**src/rtl/clk_div_gen.sv**
```systemverilog
// clk_div_gen: NUM_CH independent, glitch-free programmable clock dividers.
//
// Each channel divides clk by an effective divisor max(D,2). Its output is high
// for ceil(D/2) cycles and low for the rest of the period. Disabling a channel lets
// the current period finish before the channel goes idle. A divisor loaded while
// the channel is running takes effect at the next period boundary.
//
// Ports:
//   clk      block clock; all state updates on its rising edge
//   rst      synchronous active-high reset
//   ch_en    per-channel run request (level)
//   div_val  packed divisors; channel i at [i*DIV_W +: DIV_W]
//   load     per-channel strobe that captures div_val for that channel
//   clk_out  registered divided clocks
//   tick     one-cycle pulse aligned with each clk_out rising edge
//   busy     high while a channel is running or stopping
module clk_div_gen #(
  parameter int unsigned NUM_CH = 4,
  parameter int unsigned DIV_W  = 8   // must be >= 2 so the reset divisor 2 fits
) (
  input  logic                    clk,
  input  logic                    rst,
  input  logic [NUM_CH-1:0]       ch_en,
  input  logic [NUM_CH*DIV_W-1:0] div_val,
  input  logic [NUM_CH-1:0]       load,
  output logic [NUM_CH-1:0]       clk_out,
  output logic [NUM_CH-1:0]       tick,
  output logic [NUM_CH-1:0]       busy
);

  typedef enum logic [1:0] {
    StIdle = 2'd0,
    StRun  = 2'd1,
    StStop = 2'd2
  } state_e;

  for (genvar i = 0; i < NUM_CH; i++) begin : g_ch
    state_e           state_q;
    logic [DIV_W-1:0] div_q;
    logic [DIV_W-1:0] pend_div_q;
    logic             pend_q;
    logic [DIV_W-1:0] cnt_q;
    logic             clk_q;
    logic             tick_q;
    logic             busy_q;

    logic [DIV_W-1:0] div_in;
    logic [DIV_W-1:0] eff_div;
    logic [DIV_W-1:0] next_div;
    logic [DIV_W:0]   half;
    logic [DIV_W:0]   cnt_inc;
    logic             at_end;
    logic             keep_running;

    assign div_in   = div_val[i*DIV_W +: DIV_W];
    assign eff_div  = (div_q < DIV_W'(2)) ? DIV_W'(2) : div_q;
    // ceil(eff_div / 2), one bit wider so the +1 cannot overflow
    assign half     = ({1'b0, eff_div} + (DIV_W+1)'(1)) >> 1;
    assign cnt_inc  = {1'b0, cnt_q} + (DIV_W+1)'(1);
    assign at_end   = (cnt_q == eff_div - DIV_W'(1));
    // A load on the boundary cycle beats any older pending value
    assign next_div = load[i] ? div_in : (pend_q ? pend_div_q : div_q);
    // RUN keeps going for one more period even if ch_en just dropped; STOPPING
    // resumes as soon as ch_en returns, so the waveform is never disturbed.
    assign keep_running = (state_q == StRun) || ch_en[i];

    always_ff @(posedge clk) begin
      if (rst) begin
        state_q    <= StIdle;
        div_q      <= DIV_W'(2);
        pend_div_q <= DIV_W'(2);
        pend_q     <= 1'b0;
        cnt_q      <= '0;
        clk_q      <= 1'b0;
        tick_q     <= 1'b0;
        busy_q     <= 1'b0;
      end else begin
        unique case (state_q)
          StIdle: begin
            cnt_q  <= '0;
            pend_q <= 1'b0;
            if (load[i]) div_q <= div_in;
            if (ch_en[i]) begin
              state_q <= StRun;
              clk_q   <= 1'b1;
              tick_q  <= 1'b1;
              busy_q  <= 1'b1;
            end else begin
              clk_q  <= 1'b0;
              tick_q <= 1'b0;
              busy_q <= 1'b0;
            end
          end
          StRun, StStop: begin
            if (at_end) begin
              cnt_q  <= '0;
              div_q  <= next_div;
              pend_q <= 1'b0;
              if (keep_running) begin
                state_q <= ch_en[i] ? StRun : StStop;
                clk_q   <= 1'b1;
                tick_q  <= 1'b1;
                busy_q  <= 1'b1;
              end else begin
                state_q <= StIdle;
                clk_q   <= 1'b0;
                tick_q  <= 1'b0;
                busy_q  <= 1'b0;
              end
            end else begin
              state_q <= ch_en[i] ? StRun : StStop;
              cnt_q   <= cnt_inc[DIV_W-1:0];
              clk_q   <= (cnt_inc < half);
              tick_q  <= 1'b0;
              busy_q  <= 1'b1;
              if (load[i]) begin
                pend_div_q <= div_in;
                pend_q     <= 1'b1;
              end
            end
          end
          default: begin
            state_q <= StIdle;
            cnt_q   <= '0;
            clk_q   <= 1'b0;
            tick_q  <= 1'b0;
            busy_q  <= 1'b0;
          end
        endcase
      end
    end

    assign clk_out[i] = clk_q;
    assign tick[i]    = tick_q;
    assign busy[i]    = busy_q;
  end

endmodule

```
**config.mk**
```make
export PLATFORM = sky130hd
export DESIGN_NAME = clk_div_gen
export DESIGN_NICKNAME = d
export VERILOG_FILES = /design/src/rtl/clk_div_gen.sv
export SDC_FILE = /design/constraint.sdc
export NUM_CORES = 1
export LEC_CHECK = 0
export BUFFER_PORTS_ARGS = -buffer_cell sky130_fd_sc_hd__buf_2
export CORE_MARGIN = 4
export CORE_UTILIZATION = 50
export DETAILED_ROUTE_END_ITERATION = 12
export PLACE_DENSITY = 0.64
export RECOVER_POWER = 50
export SETUP_SLACK_MARGIN = 0.05
export SYNTH_ARGS = -nofsm -noshare
export SYNTH_HDL_FRONTEND = slang
export SYNTH_SLANG_ARGS = --single-unit
```
**constraint.sdc**
```tcl
create_clock -name clk -period 4.4 [get_ports clk]
set_input_delay 0 -clock clk [delete_from_list [all_inputs] [get_ports clk]]
set_output_delay 0 -clock clk [all_outputs]
set_load 0.02 [all_outputs]
```
==> results of run 1 <==
-- flip-flops by register name, summed over array words and instances (netlist names) --
| signal | cells |
|---|---|
| g_ch.pend_q | 4 |
| g_ch.clk_q | 4 |
| g_ch.cnt_q | 32 |
| g_ch.pend_div_q | 32 |
| g_ch.div_q | 32 |
| g_ch.state_q | 8 |
| g_ch.tick_q | 4 |
| g_ch.busy_q | 4 |
-- layout make-up --
type	instances	area (sq um)	share of cell area
repair buffers	95	663.1	0.07527
well taps	188	235.2	0.02670
clock buffers	22	484.2	0.05496
flip-flops and latches	120	2402	0.2727
clock inverters	8	72.57	0.008237
inverters	38	142.6	0.01619
multi-input cells	674	4810	0.5459
-- metrics by stage --
stage | setup slack [ns] | instances | instance area, sq um | hold WS [ns] | utilization
after floorplan | 1.042 | 894 | 7672 | 0.06907 | -
after global placement | 0.8460 | 1077 | 7899 | 0.2099 | 0.5235
after detailed placement | 0.7730 | 1077 | 7899 | 0.2014 | 0.5235
after CTS | 0.7399 | 1145 | 8836 | 0.005150 | 0.5856
after global routing | 0.2635 | 1145 | 8810 | 0.05477 | 0.5838
final | 0.6603 | 1145 | 8810 | 0.02323 | 0.5838
-- cell usage in the layout (no fill, tap or decap), types with 5 or more instances in the layout --
cell type	instances
mux2_2	18
a211oi_1	14
o21ai_0	40
nor2b_1	26
nor3b_1	19
and3_1	7
a21boi_0	7
o21a_1	5
nand2b_1	12
dfxtp_1	120
nor3_1	32
or3_1	8
inv_1	38
a21oi_1	31
buf_4	5
buf_2	40
dlygate4sd3_1	38
o211ai_1	6
xnor2_1	46
mux2i_1	53
and2_0	7
ha_1	52
a311oi_1	8
clkbuf_16	17
nor4_1	8
clkbuf_1	13
nor2_1	91
or2_2	5
a31oi_1	9
nand3_1	35
nand2_1	39
xor2_1	33
-- worst register-to-register path: stages, from the launching register on --
cell	delay [ns]
dfxtp_1	0.41
or4_1	0.65
nor3_1	0.15
or2_2	0.14
inv_1	0.04
ha_1	0.19
xnor2_1	0.15
a2bb2oi_1	0.16
o21ai_0	0.09
or4_1	0.53
o21ai_0	0.76
nor2_1	0.09
a31o_2	0.27
-- metal layers --
layer | vias up | global-route usage | wire length [microns]
met5 | - | 0 | 0
met4 | 0 | 0.06126 | 206
met3 | 16 | 0.03740 | 493
met2 | 96 | 0.2973 | 7333
met1 | 2833 | 0.2501 | 7925
li1 | 3262 | - | -
-- how the worst max path moves through the flow --
stage                       endpoint  cells after the start             start
detailed placement  g_ch[0].div_q[2]                     10  g_ch[0].div_q[3]
finish                 g_ch[0].clk_q                     12  g_ch[0].div_q[3]
global placement    g_ch[0].div_q[5]                     10  g_ch[0].div_q[3]
floorplan           g_ch[0].div_q[0]                     12  g_ch[0].div_q[4]
CTS                 g_ch[0].div_q[2]                     10  g_ch[0].div_q[3]
global route        g_ch[3].div_q[7]                     10  g_ch[3].div_q[2]
-- where the power goes --
| group | switching [uW] | internal, uW |
|---|---|---|
| combinational | 347 | 295 |
| clock | 483 | 825 |
| sequential | 90.9 | 1160 |
-- logic make-up (layout without fill, tap and decap cells) --
group                    count (synthesis)  count (layout)
AO/OA/AOI/OAI                          160             160
XOR/XNOR                                79              79
adder cells (fa/ha/maj)                 52              52
multiplexers                            71              71
flip-flops                             120             120
AND/OR/NAND/NOR                        312             312
buffers and inverters                  100             163
==> reports/results.ini, run 1 <==
[placed_design]
io_buffers=53
dp_hpwl_microns=11350
place_congestion=0.8553

[grt]
grt_pass1_wl_microns=27460
grt_max_degree=56
antenna_found_initial=0
grt_overflow_total=0
grt_pass1_vias=5815
track_usage=0.1853

[synth]
ys.flop_type=dfxtp_1
synth_mux_area_frac=0.09556
yosys.area_share.simple=0.2110
synthTopCellsByArea=dfxtp_1, ha_1, mux2i_1, xnor2_1, nor2_1
synthAdderAreaFrac=0.08480
postSynthAreaPerCell_sq_um=8.582
synth_cell_types=67
syn_inst=894
synth_xor_area_frac=0.09018
synth_top_family_by_area=simple AND/OR/NAND/NOR gates
yosysMostFrequentCell=dfxtp_1
ys.warnings.count=0
syn_nets=988
synth_edf_count=0
ys_ff_latch=120
synth_compound_area_frac=0.1468
synth_top_area_cell=dfxtp_1
syn_area_sq_um=7672
netlist_top_cells_count=dfxtp_1, nor2_1, mux2i_1, ha_1, xnor2_1
synth.yosys.seq_area_share=0.3131
netlist.area_leader.share=0.3131
ys_async_sr_fraction=0

[routing]
ant_nets=0
vias=6207
dr.first_iter.drc_count=325
routed_wl_microns=15960
wl_per_cell_microns=13.94
dr.pass1.iters=4
viasPerCell=5.421
drc_errors=0

[timing]
fin_crit_ns=3.740
skew_ns=0.009251
rsz0062_at_grt=false
slew_headroom=0.3712
tns_ns=0
fmax_mhz=267.4
min_period_over_period=0.8499
setup_viol=0
hold_viol=0
final_max_slew_viol_count=0
worstMarginPinSlew_ns=0.9333

[floorplan]
core_sq_um=15090
floorplan.initialDensity=0.5085
io_pins=54
die_w_microns=131.9
dieArea_sq_um=17390
row_count=45
die_height_microns=131.9

[setup_path]
cp_top_family=simple AND/OR/NAND/NOR gates
start_kind=register
cp_cell_sequence=or4_1 > nor3_1 > or2_2 > inv_1 > ha_1 > xnor2_1 > a2bb2oi_1 > o21ai_0 > or4_1 > o21ai_0 > nor2_1 > a31o_2
cp_max_fo=11
worstRegToRegCells=12
slowest_delay_ns=0.76
path_class=register to register
arrival_ns=4.04
timing.rr.end=g_ch[0].clk_q
reg2reg_from=g_ch[0].div_q[3]
critPathBufInv=1
crit_path_top_delay_cell=o21ai_0
cp-end-kind=register
worstPathRequired_ns=4.70
rrSetupSlack_ns=0.66

[clocking]
post_cts_buffers=0
insertion_delay_ns=0.41
cts_resized=0
clkSinkCount=120
clockBufferDepth=2
clkSlewWorstSetupHoldPaths_ns=0.06
h-tree-depth=4
ctsHoldBuffers=38
ctsRootBufferMaster=clkbuf_16
numCtsBuffers=17
cts_tree=done

[cells_and_area]
drive_gt1_frac=0.1097
nFillCells=1353
diodes=0
syn_to_final_growth_pct=14.82
fin_nets=1040

[min_path]
hold_class=input port to register
hold_path_end=g_ch[3].pend_q
hp-start=load[3]
hold_depth=5

[pwr]
powerDensity_nw_per_um2=362.9
ir_drop_mv=0.2747
fin_total_pwr_uw=3197
p_leak_uw=0.003705

[outcome]
run_status=finished clean

[flow_run]
timing.max_cap.violations=0

No activity file was read; power rests on OpenSTA's default activity.
==> run 2, diff against run 1 <==
PLACE_DENSITY = 0.67   (was 0.64)
clock period = 3.1 ns   (was 4.4 ns; I/O delays follow)
==> reports/results.ini, run 2 (synthesis results as in run 1) <==
[grt]
track_usage=0.1963
grt_overflow_total=0
grt_pass1_vias=6159
grt_pass1_wl_microns=28810
grt_max_degree=72
antenna_found_initial=0

[min_path]
hold_class=input port to register
hold_depth=5
hp-start=load[3]
hold_path_end=g_ch[3].pend_q

[pwr]
p_switching_uw=1451
ir_drop_mv=0.4016
p_comb_frac=0.235
clkPwrFrac=0.421
pwr-share-seq=0.344
p_sw_frac=0.2905
fin_total_pwr_uw=4995
powerDensity_nw_per_um2=523.4
p_leak_uw=0.004033
p_int_uw=3544

[timing]
worstMarginPinSlew_ns=0.7740
fin_crit_ns=3.269
fin_ws_ns=-0.1688
timing.hold.ws_ns=0.01877
final_max_slew_viol_count=0
rsz0062_at_grt=true
hold_viol=0
setup_viol=16
skew_ns=0.006644
fmax_mhz=305.9
min_period_over_period=1.054
slew_headroom=0.4840

[placed_design]
dp_slack_ns=-0.1719
io_buffers=53
dp_cells=1108
place_congestion=0.8436
dp_hpwl_microns=11490

[setup_path]
crit_start=g_ch[0].div_q[3]
cp-end-kind=register
rrSetupSlack_ns=-0.17
arrival_ns=3.58
path_class=register to register
reg2reg_from=g_ch[0].div_q[3]
worstPathRequired_ns=3.42
timing.rr.end=g_ch[0].pend_div_q[1]
start_kind=register
cp_max_fo=5
worstRegToRegCells=12

[floorplan]
row_count=45
die_w_microns=131.9
dieArea_sq_um=17390
core_sq_um=15090
die_height_microns=131.9
io_pins=54
floorplan.initialDensity=0.5085

[cells_and_area]
final_common_cell=dfxtp_1
final_cell_mix=dfxtp_1, nor2_1, mux2i_1, ha_1, xnor2_1
syn_to_final_growth_pct=24.40
reg_top3=g_ch.cnt_q: 32 flops, g_ch.div_q: 32 flops, g_ch.pend_div_q: 32 flops
fin_nets=1084
instances_no_fill=1191
diodes=0
nFillCells=1303
drive_gt1_frac=0.1954

[clocking]
clockBufferDepth=2
clkSlewWorstSetupHoldPaths_ns=0.06
h-tree-depth=4
clkSinkCount=120
ctsRootBufferMaster=clkbuf_16
numCtsBuffers=17
insertion_delay_ns=0.42
cts_tree=done

[routing]
dr.first_iter.drc_count=283
dr.pass1.iters=5
wl_per_cell_microns=14.24
ant_nets=0
drc_errors=0
viasPerCell=5.416
vias=6451
routed_wl_microns=16970

[outcome]
violations=setup timing
run_status=complete, but fails checks

[flow_run]
timing.max_cap.violations=0

[run 2: what timing repair did]
| item | CTS | global route |
|---|---|---|
| gates cloned | 2 | 1 |
| endpoints found under the setup margin | 21 | 85 |
| endpoints found under the hold margin | 68 | 0 |
| pin swaps | 12 | 17 |
| buffers inserted | 5 | 9 |
| resized for setup | 34 | 45 |
| hold buffers | 37 | 0 |
[run 2: cell type report]
cell class	instances	area (sq um)	share of cell area
clock buffers	17	425.4	0.04457
clock inverters	15	202.7	0.02124
inverters	38	142.6	0.01494
multi-input cells	674	5101	0.5345
flip-flops and latches	120	2405	0.2520
well taps	188	235.2	0.02465
repair buffers	139	1032	0.1082
[run 2: power by group through the flow]
stage,logic (uW),registers [uW],clock network (uW)
finish,1170,1720,2100
global route,1310,1730,2210
detailed placement,1020,1750,0
CTS,1110,1720,2150
floorplan,820,1720,0
global placement,1020,1750,0
[run 2: metrics by stage]
step,util,instance area [sq um],setup TNS (ns)
4_1_cts,0.6197,9351,-1.452
5_1_grt,0.6325,9544,-10.31
6_report,0.6325,9544,-2.099
3_3_place_gp,0.5459,8238,-0.5002
2_1_floorplan,-,7776,-1.068
3_5_place_dp,0.5459,8238,-1.475
[run 2: worst max path at each step]
stage | endpoint | depth (start not counted)
floorplan | g_ch[0].div_q[0] | 12
global placement | g_ch[0].div_q[3] | 13
detailed placement | g_ch[0].div_q[7] | 13
CTS | g_ch[0].pend_div_q[1] | 14
global route | g_ch[0].pend_div_q[1] | 12
finish | g_ch[0].pend_div_q[1] | 12
[run 2: layer usage]
| layer | vias up | routed length (microns) | track usage |
|---|---|---|---|
| li1 | 3340 | - | - |
| met1 | 3001 | 8114 | 0.2534 |
| met2 | 88 | 8103 | 0.3253 |
| met3 | 22 | 485 | 0.04275 |
| met4 | 0 | 262 | 0.06826 |
| met5 | - | 0 | 0 |
[run 2: critical path: stages, from the launching register on]
cell	delay (ns)
dfxtp_2	0.31
or4_4	0.57
o41ai_4	0.33
ha_4	0.22
xnor2_2	0.07
a2bb2oi_1	0.14
o21ai_1	0.07
or4_4	0.52
buf_6	0.14
o211ai_1	0.25
buf_4	0.22
nor2_1	0.05
a211o_1	0.25
